===== src/rtl/pos_cell_scheduler.sv =====
// -----------------------------------------------------------------------------
// pos_cell_scheduler
//
// Streams every particle position of one cell out of a single-port cell RAM.
// Word 0 of the RAM holds the particle count. Words 1..count hold the
// positions {posz, posy, posx}. A start pulse reads the count and then issues
// one read per cycle, throttled by stall. Each read returns 2 cycles later as
// a pos_valid beat. The RAM port is shared with a motion-update writeback
// path that is only granted while the scheduler is idle.
//
// Ports
//   clk, rst        : rising-edge clock, synchronous active-high reset
//   start           : one-cycle pulse requesting a full cell readout
//   stall           : consumer back-pressure (blocks new read issue only)
//   wr_req/wr_addr/wr_data : writeback request, granted combinationally in IDLE
//   wr_grant        : write committed to RAM this cycle
//   mem_address/mem_data/mem_rden/mem_wren : cell RAM command port
//   mem_q           : RAM read data, 2 cycles after address/rden
//   pos_out/pos_index/pos_valid : streamed particle data, address, qualifier
//   particle_count  : captured (clamped) count word
//   busy            : scheduler not idle
//   done            : one-cycle pulse, the cycle after the last beat
//   count_err       : sticky, count word exceeded the RAM depth
// -----------------------------------------------------------------------------
module pos_cell_scheduler #(
  parameter int DATA_WIDTH   = 96,
  parameter int PARTICLE_NUM = 220,
  parameter int ADDR_WIDTH   = 8
) (
  input  logic                  clk,
  input  logic                  rst,
  input  logic                  start,
  input  logic                  stall,
  input  logic                  wr_req,
  input  logic [ADDR_WIDTH-1:0] wr_addr,
  input  logic [DATA_WIDTH-1:0] wr_data,
  output logic                  wr_grant,
  output logic [ADDR_WIDTH-1:0] mem_address,
  output logic [DATA_WIDTH-1:0] mem_data,
  output logic                  mem_rden,
  output logic                  mem_wren,
  input  logic [DATA_WIDTH-1:0] mem_q,
  output logic [DATA_WIDTH-1:0] pos_out,
  output logic [ADDR_WIDTH-1:0] pos_index,
  output logic                  pos_valid,
  output logic [ADDR_WIDTH-1:0] particle_count,
  output logic                  busy,
  output logic                  done,
  output logic                  count_err
);

  typedef enum logic [2:0] {
    IDLE, CNT_RD, CNT_WAIT, STREAM, DRAIN, DONE
  } state_t;

  localparam logic [ADDR_WIDTH-1:0] MAX_COUNT = ADDR_WIDTH'(PARTICLE_NUM - 1);

  state_t                state;
  logic                  pending;
  logic                  wait_cnt;
  logic [ADDR_WIDTH-1:0] ptr;
  logic [ADDR_WIDTH-1:0] count_q;
  logic                  count_err_q;
  // Two-stage shadow of the RAM read latency: valid and address per stage.
  logic                  v1, v2;
  logic [ADDR_WIDTH-1:0] i1, i2;

  logic                  issue;
  logic [ADDR_WIDTH-1:0] captured;
  logic                  over;

  assign issue    = (state == STREAM) && !stall;
  assign captured = mem_q[ADDR_WIDTH-1:0];
  assign over     = captured > MAX_COUNT;

  // NOTE: all state below is updated with non-blocking assignments so every
  // register samples the pre-edge values of its neighbours.
  always_ff @(posedge clk) begin
    if (rst) begin
      state       <= IDLE;
      pending     <= 1'b0;
      wait_cnt    <= 1'b0;
      ptr         <= '0;
      count_q     <= '0;
      count_err_q <= 1'b0;
      // NOTE: the index stages are reset along with the valids so pos_index
      // never shows a stale address from an aborted readout.
      v1          <= 1'b0;
      v2          <= 1'b0;
      i1          <= '0;
      i2          <= '0;
    end else begin
      v1 <= issue;
      i1 <= ptr;
      v2 <= v1;
      i2 <= i1;

      case (state)
        IDLE: begin
          // A write granted this cycle still completes; the count read
          // follows in the next cycle.
          if (start || pending) begin
            state   <= CNT_RD;
            pending <= 1'b0;
          end
        end
        CNT_RD: begin
          state    <= CNT_WAIT;
          wait_cnt <= 1'b0;
        end
        CNT_WAIT: begin
          if (!wait_cnt) begin
            wait_cnt <= 1'b1;
          end else begin
            count_q <= over ? MAX_COUNT : captured;
            if (over) count_err_q <= 1'b1;
            ptr     <= ADDR_WIDTH'(1);
            state   <= (captured == '0) ? DONE : STREAM;
          end
        end
        STREAM: begin
          if (!stall) begin
            ptr <= ptr + ADDR_WIDTH'(1);
            if (ptr == count_q) state <= DRAIN;
          end
        end
        DRAIN: begin
          // Stage 2 delivers its beat this cycle; once stage 1 is empty the
          // next cycle is the one right after the last beat.
          if (!v1) state <= DONE;
        end
        DONE:    state <= IDLE;
        default: state <= IDLE;
      endcase
    end
  end

  // Command port: writes only in IDLE, reads only in CNT_RD/STREAM, so
  // rden and wren are mutually exclusive by construction.
  assign wr_grant    = !rst && (state == IDLE) && wr_req;
  assign mem_wren    = wr_grant;
  assign mem_rden    = !rst && ((state == CNT_RD) || issue);
  assign mem_data    = wr_grant ? wr_data : '0;
  assign mem_address = wr_grant              ? wr_addr :
                       (!rst && issue)       ? ptr     : '0;

  assign pos_valid      = !rst && v2;
  assign pos_out        = pos_valid ? mem_q : '0;
  assign pos_index      = pos_valid ? i2    : '0;
  assign particle_count = count_q;
  assign busy           = !rst && (state != IDLE);
  assign done           = !rst && (state == DONE);
  assign count_err      = !rst && count_err_q;

endmodule

===== config.mk =====
export PLATFORM = sky130hd
export DESIGN_NAME = pos_cell_scheduler
export DESIGN_NICKNAME = d
export VERILOG_FILES = /design/src/rtl/pos_cell_scheduler.sv
export SDC_FILE = /design/constraint.sdc
export NUM_CORES = 1
export LEC_CHECK = 0
export CAP_MARGIN = 20
export CORE_AREA = 10 10 157 159
export DETAILED_ROUTE_END_ITERATION = 10
export DIE_AREA = 0 0 167 169
export SLEW_MARGIN = 25
export SYNTH_ARGS = -nofsm -noshare
export SYNTH_HDL_FRONTEND = slang
export SYNTH_SLANG_ARGS = --single-unit
export TNS_END_PERCENT = 50

===== constraint.sdc =====
create_clock -name clk -period 2.15 [get_ports clk]
set_input_delay 0.3225 -clock clk [delete_from_list [all_inputs] [get_ports clk]]
set_output_delay 0.3225 -clock clk [all_outputs]
set_load 0.02 [all_outputs]

==> impl_metrics.toml, run 1 <==
[route]
drc = 0
wl_um = 21600
vias_per_cell = 3.78
top_layer = "met4"
wl_met1_um = 8540
drtIter0Drc = 153
routedWlPerCell_um = 19.2
met2WireLength_um = 11200
num_vias = 4250
routed-wl-met3_um = 1820
postRouteAntennaNets = 0
drtPass1Iterations = 4

[clock_tree]
htree_levels = 2
clock_latency_ns = 0.28
cts.clk_slew.worst_paths_ns = 0.06
cts_hold_buf = 0
cts_root_buf = "clkbuf_16"
cts_buffers = 5
cts_tree = "done"
clock-sinks = 39
cts.path.max_buffers = 2

[job]
maxCapViolations = 0

[layout]
drive_gt1_frac = 0.248
finalNetCount = 1049
antenna_cells = 0
final_util = 0.366
area_delta_synth_final_pct = 155

[timing]
finalHoldViolCount = 0
fin_crit_ns = 2.12
rsz0062_at_grt = "yes"
finalWorstSetupSlack_ns = 0.0296
tightest_slew_ns = 0.411
skew_ns = 0.00516
fmaxAchievable_mhz = 472
post-route-period-util = 0.986
finalMaxSlewViolations = 0
maxSlewHeadroom = 0.725
setup_violations = 0
fin_setup_tns_ns = 0
whs_ns = 0.435

[logic_synthesis]
yosys.area.top_type = "and2_1"
ys_seq_area_frac = 0.252
avgSynthCellArea_sq_um = 7.44
syn_nets = 622
async_flop_share = 0
yosysUniqueCellTypes = 39
netlist.area_leader.share = 0.404
synth_area_leaders = "and2_1 (40%), dfxtp_1 (25%), nor2b_1 (4.2%), xor2_1 (4.0%), nor2_1 (2.8%)"
ys_warn_count = 0
synth-edff-count = 0
syn_inst = 416
netlist_area_sq_um = 3100
ys_ff_latch = 39
ys.flop_type = "dfxtp_1"

[die]
ios = 428
initial_core_util = 0.144
die_area_sq_um = 28200
num_rows = 54
die_w_um = 167
die_y_um = 169
coreArea_sq_um = 21600

[setup_path]
endpoint_kind = "output port"
reg2reg_from = "ptr[1]"
cp_data_required_time_ns = 1.83
arrival_ns = 1.80
path_max_fanout = 9
critical_path_class = "flop to output port"
timing.rr.end = "state[1]"
worstRegToRegCells = 5
start_kind = "flop"
r2r_setup_slack_ns = 0.40

[pwr]
p_per_area_nw_per_um2 = 517
ir_drop_mv = 0.301
p_leak_nw = 3.73

[worst_hold_path]
hold_end = "i2[0]"
min_from = "i1[0]"
hp-class = "flop to flop"
holdPathStages = 1

[global_route]
antenna_found_initial = 1
grt_max_degree = 40
grt-ovfl-total = 0
grt_pass1_wl_um = 30500
grt_use_total = 0.140
grt_pass1_vias = 4275

[place]
gp_congestion = 0.839
place_ws_ns = -0.460
numPortBuffers = 427
dp_hpwl_um = 18000

[run_status]
run_status = "finished clean"
-- metrics by stage --
stage          cell area [sq um]  total power [mW]  std cells
6_report                    7880              4.08       1124
3_5_place_dp                7720              3.00       1107
5_1_grt                     7880              4.29       1124
3_3_place_gp                7720              3.02       1107
2_1_floorplan               3100              1.84        416
4_1_cts                     8030              4.10       1123
-- kinds of logic after synthesis --
| kind of cell | share of synthesized area |
|---|---|
| AO/OA/AOI/OAI | 0.0877 |
| XOR/XNOR | 0.0396 |
| adder cells (fa/ha/maj) | 0.00404 |
| buffers and inverters | 0.0562 |
| flip-flops | 0.252 |
| multiplexers | 0.00364 |
| AND/OR/NAND/NOR | 0.557 |
-- sequential cells by signal, summed over array words and instances, names as in the netlist --
signal	cells
count_err_q	1
i1	8
i2	8
particle_count	8
ptr	8
state	3
v1	1
v2	1
wait_cnt	1
-- routing by layer --
metal,up-vias,GRT usage
met5,-,0
met4,0,0.0115
met3,6,0.0498
met2,199,0.251
met1,1874,0.162
li1,2171,-
-- cells in the mapped netlist (3+ instances only) --
master,instances
nand2b_1,4
o21ai_0,3
a22o_1,8
nor2b_1,21
buf_2,9
xor2_1,14
and2_1,200
a21oi_1,11
nand4_1,4
dfxtp_1,39
nor2_1,23
clkbuf_1,21
nor4_1,4
nand3_1,3
nand2_1,12
nor3_1,10
-- cell usage in the layout, fill, tap and decap left out, types with 14 or more instances in the layout --
cell type and count:
buf_2 57, clkdlybuf4s15_2 35, xor2_1 14, clkdlybuf4s50_1 211
nor2_1 23, buf_6 35, buf_4 23, dlygate4sd2_1 69
and2_1 182, nor2b_1 20, and2_4 18, dfxtp_1 36
-- worst max-delay path: stages, from the launching register on --
cell and delay (ns):
dfxtp_2 0.33, nor3_4 0.21, and3b_2 0.34, buf_12 0.16
buf_12 0.10, buf_16 0.11, and2_1 0.12, buf_4 0.14
-- layout make-up --
| cell class | count | area, sq um |
|---|---|---|
| Inverter | 2 | 7.51 |
| Timing Repair Buffer | 455 | 4310 |
| Multi-Input combinational cell | 340 | 2240 |
| Tap cell | 280 | 350 |
| Clock buffer | 5 | 125 |
| Clock inverter | 3 | 67.6 |
| Fill cell | 2274 | 13700 |
| Sequential cell | 39 | 785 |
-- report_power, final --
part           switching, mW  leakage [nW]  internal (mW)
registers             0.0354         0.316          0.764
clock network          0.294        0.0900          0.664
logic                   1.13          3.32           1.18
total                   1.46          3.73           2.61
-- worst max-delay path by stage --
stage / startpoint / end / slack (ns) / cells past startpoint
finish: state[1] / mem_data[35] / 0.03 / 7
global route: state[1] / mem_data[35] / -0.04 / 7
CTS: state[2] / mem_address[0] / -0.01 / 6
detailed placement: rst / mem_data[26] / -0.46 / 5
global placement: rst / mem_data[26] / -0.43 / 5
floorplan: state[2] / mem_data[86] / 0.28 / 6
-- what timing repair did --
| action | CTS | global route |
|---|---|---|
| setup endpoints to repair | 209 | 84 |
| gates cloned | 5 | 0 |
| gates resized for setup | 555 | 103 |
| pin swaps | 4 | 10 |
| hold endpoints to repair | 0 | 0 |
| setup buffers | 4 | 2 |
Power figures use the tool's default switching activity.
==> inputs of run 2 (changes only) <==
Settings changed: CAP_MARGIN 20 to 10, CTS_CLUSTER_SIZE from default to 14.
==> results of run 2 <==
No change in the layout: final DEF, timing and power equal those of run 1.
